===== src/rtl/uart_tx_ctrl.sv =====
// UART transmit frame controller: latches a payload, strobes the external parity
// calculator during START, then shifts start/data(LSB first)/parity/stop onto TX_OUT.
module uart_tx_ctrl #(
  parameter int DATA_WIDTH = 8
) (
  input  logic                  CLK,
  input  logic                  RST,
  input  logic [DATA_WIDTH-1:0] P_DATA,
  input  logic                  Data_Valid,
  input  logic                  PAR_EN,
  input  logic                  PAR_TYP,
  input  logic                  par_bit,
  output logic                  par_calc_en,
  output logic [DATA_WIDTH-1:0] par_calc_data,
  output logic                  par_calc_typ,
  output logic                  TX_OUT,
  output logic                  Busy
);
  localparam int CW = $clog2(DATA_WIDTH);
  localparam logic [CW-1:0] LAST = CW'(DATA_WIDTH - 1);

  typedef enum logic [2:0] {IDLE, START, DATA, PARITY, STOP} state_t;

  state_t        state;
  logic [CW-1:0] bit_cnt;
  logic [CW-1:0] cnt_nxt;
  logic          par_en_q;

  assign cnt_nxt = bit_cnt + CW'(1);

  // Outputs are registered: each branch loads the value belonging to the state being entered.
  always_ff @(posedge CLK) begin
    if (RST) begin
      state         <= IDLE;
      bit_cnt       <= '0;
      par_en_q      <= 1'b0;
      par_calc_data <= '0;
      par_calc_typ  <= 1'b0;
      par_calc_en   <= 1'b0;
      TX_OUT        <= 1'b1;
      Busy          <= 1'b0;
    end else begin
      par_calc_en <= 1'b0;
      case (state)
        IDLE: begin
          TX_OUT <= 1'b1;
          Busy   <= 1'b0;
          if (Data_Valid) begin
            par_calc_data <= P_DATA;
            par_calc_typ  <= PAR_TYP;
            par_en_q      <= PAR_EN;
            bit_cnt       <= '0;
            par_calc_en   <= 1'b1;
            TX_OUT        <= 1'b0;
            Busy          <= 1'b1;
            state         <= START;
          end
        end
        START: begin
          TX_OUT <= par_calc_data[0];
          state  <= DATA;
        end
        DATA: begin
          if (bit_cnt == LAST) begin
            bit_cnt <= '0;
            // par_bit has been stable since the first DATA cycle
            if (par_en_q) begin
              TX_OUT <= par_bit;
              state  <= PARITY;
            end else begin
              TX_OUT <= 1'b1;
              state  <= STOP;
            end
          end else begin
            bit_cnt <= cnt_nxt;
            TX_OUT  <= par_calc_data[cnt_nxt];
          end
        end
        PARITY: begin
          TX_OUT <= 1'b1;
          state  <= STOP;
        end
        STOP: begin
          TX_OUT <= 1'b1;
          Busy   <= 1'b0;
          state  <= IDLE;
        end
        default: begin
          TX_OUT  <= 1'b1;
          Busy    <= 1'b0;
          bit_cnt <= '0;
          state   <= IDLE;
        end
      endcase
    end
  end
endmodule


===== config.mk =====
export PLATFORM = sky130hd
export DESIGN_NAME = uart_tx_ctrl
export DESIGN_NICKNAME = d
export VERILOG_FILES = /design/src/rtl/uart_tx_ctrl.sv
export SDC_FILE = /design/constraint.sdc
export NUM_CORES = 1
export LEC_CHECK = 0
export ABC_AREA = 1
export ABC_CLOCK_PERIOD_IN_PS = 3150
export BUFFER_PORTS_ARGS = -buffer_cell sky130_fd_sc_hd__buf_2
export CORE_ASPECT_RATIO = 1.1
export CORE_MARGIN = 2
export CORE_UTILIZATION = 50
export DETAILED_ROUTE_END_ITERATION = 10
export PLACE_DENSITY = 0.82
export SLEW_MARGIN = 20
export SYNTH_ARGS = -nofsm -noshare
export SYNTH_HDL_FRONTEND = slang
export SYNTH_SLANG_ARGS = --single-unit

===== constraint.sdc =====
create_clock -name CLK -period 3.15 [get_ports CLK]
set_input_delay 0.4725 -clock CLK [delete_from_list [all_inputs] [get_ports CLK]]
set_output_delay 0.4725 -clock CLK [all_outputs]
set_load 0.05 [all_outputs]

==> flow_metrics.tcl <==
set metrics [dict create \
    grt_usage_pct 19.62 \
    grt_max_degree 17 \
    drive_gt1_share_pct 25.87 \
    worst_slew_pin_slew_ps 508.3 \
    synth_top_family_by_area "simple AND/OR/NAND/NOR gates" \
    drv_slew 0 \
    io_buffers 25 \
    required_ps 3340 \
    final_hold_viol_count 0 \
    grt-ovfl-total 0 \
    dp_hpwl_um 1463 \
    worst_path_largest_cell_delay_ps 410 \
    power_density_nw_per_um2 938.1 \
    cts.sinks 19 \
    die_x_um 43.96 \
    worst-setup-path-type "reg2reg" \
    cts_buffers 3 \
    yosysWarnings 0 \
    postCtsHoldBufs 0 \
    antenna_found_initial 0 \
    rows 15 \
    arrival_ps 1830 \
    grt_pass1_vias 761 \
    p_leak_nw 0.4681 \
    cts_max_level 1 \
    cts_setup_buffers 0 \
    clock_latency_ps 300 \
    synthAdderAreaFrac_pct 2.849 \
    die_area_sq_um 2108 \
    max-cap-violations 0 \
    p_sw_share_pct 50.05 \
    fin_nets 160 \
    clk_pin_slew_worst_paths_ps 110 \
    diodes 0 \
    cts_tree "yes" \
    cts_resized 0 \
    dp_slack_ps 1556 \
    vias 844 \
    cp_max_fo 14 \
    setup_slack_ps 1509 \
    min_path_type "in2reg" \
    dpl_cell_area_sq_um 989.7 \
    area_delta_synth_final_pct 15.67 \
    layout_min_cycle_time_ps 1641 \
    syn_nets 135 \
    finalCritPeriodShare_pct 52.11 \
    ys_seq_elements 19 \
    die_h_um 47.96 \
    slew_headroom_pct 66.08 \
    drt-total-wl_um 1891 \
    fin_area_sq_um 1016 \
    viasPerCell 5.275 \
    switchingPower_w 0.0004771 \
    start_util_pct 54.42 \
    synth_area_sq_um 878.3 \
    drc_errors 0 \
    clockBufferDepth 2 \
    synth_xor_area_share_pct 0 \
    ioPinCount 26 \
    tns_ps 0 \
    cts_root_buf "clkbuf_4" \
    seqPwrFrac_pct 36.8 \
    cp_cell_sequence "inv_2 > nand2_1 > nor2_2 > nand2_2 > o21ai_0 > a21oi_1" \
    post_drt_wl_per_cell_um 11.82 \
    peakVddDrop_mv 0.5276 \
    seq_area_frac_synth_pct 43.30 \
    drtAntennaViolNets 0 \
    grt_pass1_wl_um 3022 \
    cp-start-kind "flip-flop" \
    p_comb_share_pct 50.1 \
    synth_compound_area_share_pct 11.54 \
    intPower_w 0.0004760 \
    setup_violations 0 \
    syn-instance-count 119 \
    skew_ps 4.296 \
    finalWeightedCongestion 0.9717 \
    cpMaxStageDelayCell "nor2_2" \
    yosysUniqueCellTypes 20 \
    clkPwrFrac_pct 13.1 \
    drt_iter0_drc 8 \
    max_freq_ghz 0.6092 \
    avgSynthCellArea_sq_um 7.381 \
    rsz0062_at_grt "false" \
    status "finished, final reports clean" \
    cp-end-kind "flip-flop" \
    synth.area.mux_share_pct 0 \
    fp.coreArea_sq_um 1614 \
    synthSimpleGateAreaFrac_pct 33.62 \
    dr.pass1.iters 4 \
]
## routing by layer
layer | wire (um) | vias up | global-route usage (%)
met5 | 0 | - | 0
met4 | 56 | 0 | 13.33
met1 | 832 | 377 | 21.18
met3 | 86 | 6 | 2.642
met2 | 916 | 23 | 36.18
li1 | - | 438 | -
## registers in the layout, indices dropped and copies added, names as in the netlist
register	cells
Busy	1
TX_OUT	1
bit_cnt	3
par_calc_data	8
par_calc_en	1
par_calc_typ	1
par_en_q	1
state	3
## stage by stage
stage	utilization, %	hold WS, ps	instances	total power [W]
6_report	62.95	433.3	160	0.0009531
4_1_cts	62.95	429.0	160	0.0009515
3_5_place_dp	61.32	453.7	156	0.0008290
5_1_grt	62.95	444.5	160	0.001008
2_1_floorplan	-	443.8	119	0.0007593
3_3_place_gp	61.32	452.2	156	0.0008134
## final timing paths
| path | start | to | slack [ps] | cells after the start |
|---|---|---|---|---|
| max | state[0]$_SDFFE_PP0P_ | par_calc_data[0]$_SDFFE_PP0P_ | 1510 | 6 |
| min | PAR_TYP | par_calc_typ$_SDFFE_PP0P_ | 430 | 3 |
| max reg2reg | state[0]$_SDFFE_PP0P_ | par_calc_data[0]$_SDFFE_PP0P_ | 1510 | 6 |
| min reg2reg | par_calc_typ$_SDFFE_PP0P_ | par_calc_typ$_SDFFE_PP0P_ | 470 | 2 |
## layout by cell type, fill, tap and decap left out, drive strengths merged
| cell type | synthesis | routed |
|---|---|---|
| inv | 11 | 11 |
| nor2 | 9 | 9 |
| o22ai | 1 | 1 |
| nand2 | 31 | 31 |
| o21ai | 4 | 4 |
| nand3b | 1 | 1 |
| buf | 3 | 25 |
| clkbuf | 2 | 4 |
| ha | 2 | 2 |
| nor3 | 3 | 3 |
| dfxtp | 19 | 19 |
| nand3 | 17 | 17 |
| nor4 | 1 | 1 |
| a21oi | 15 | 15 |
## cells by family (layout without fill, tap and decap cells)
group	Yosys count	in the layout
flip-flops	19	19
buffers and inverters	16	40
AND/OR/NAND/NOR	62	62
adder cells (fa/ha/maj)	2	2
AO/OA/AOI/OAI	20	20
## area by class of cell
cell class,count,area (sq um)
sequential,19,380.4
clock buffer,4,26.28
tap,17,21.27
inverter,11,41.29
multi-input combinational,84,421.7
fill,152,598.1
timing repair buffer,25,125.1
## power by group through the flow
stage	clock network, W	logic [W]	registers [W]
2_1_floorplan	0	0.000285	0.000475
3_3_place_gp	0	0.000461	0.000353
3_5_place_dp	0	0.000474	0.000355
4_1_cts	0.000126	0.000476	0.000349
5_1_grt	0.000134	0.000517	0.000357
6_report	0.000125	0.000477	0.000351
## Yosys cell counts (all sizes together)
master / count / share of area [%]
a21oi: 15 / 8.5
buf: 3 / 3.1
clkbuf: 2 / 0.86
dfxtp: 19 / 43
ha: 2 / 2.8
inv: 11 / 4.7
nand2: 31 / 15
nand3: 17 / 9.7
nand3b: 1 / 0.86
nor2: 9 / 4.4
nor3: 3 / 2.3
nor4: 1 / 1.4
o21ai: 4 / 2.3
o22ai: 1 / 0.71
## worst max-delay path: cells and delay by family, from the launching register on
kind                   cells  cell delay, ps
and+or+nand+nor            3             770
DFF                        1             390
buffers and inverters      1              80
AOI/OAI and AO/OA          2             300
Note: power is estimated with default switching activity, not from simulation.
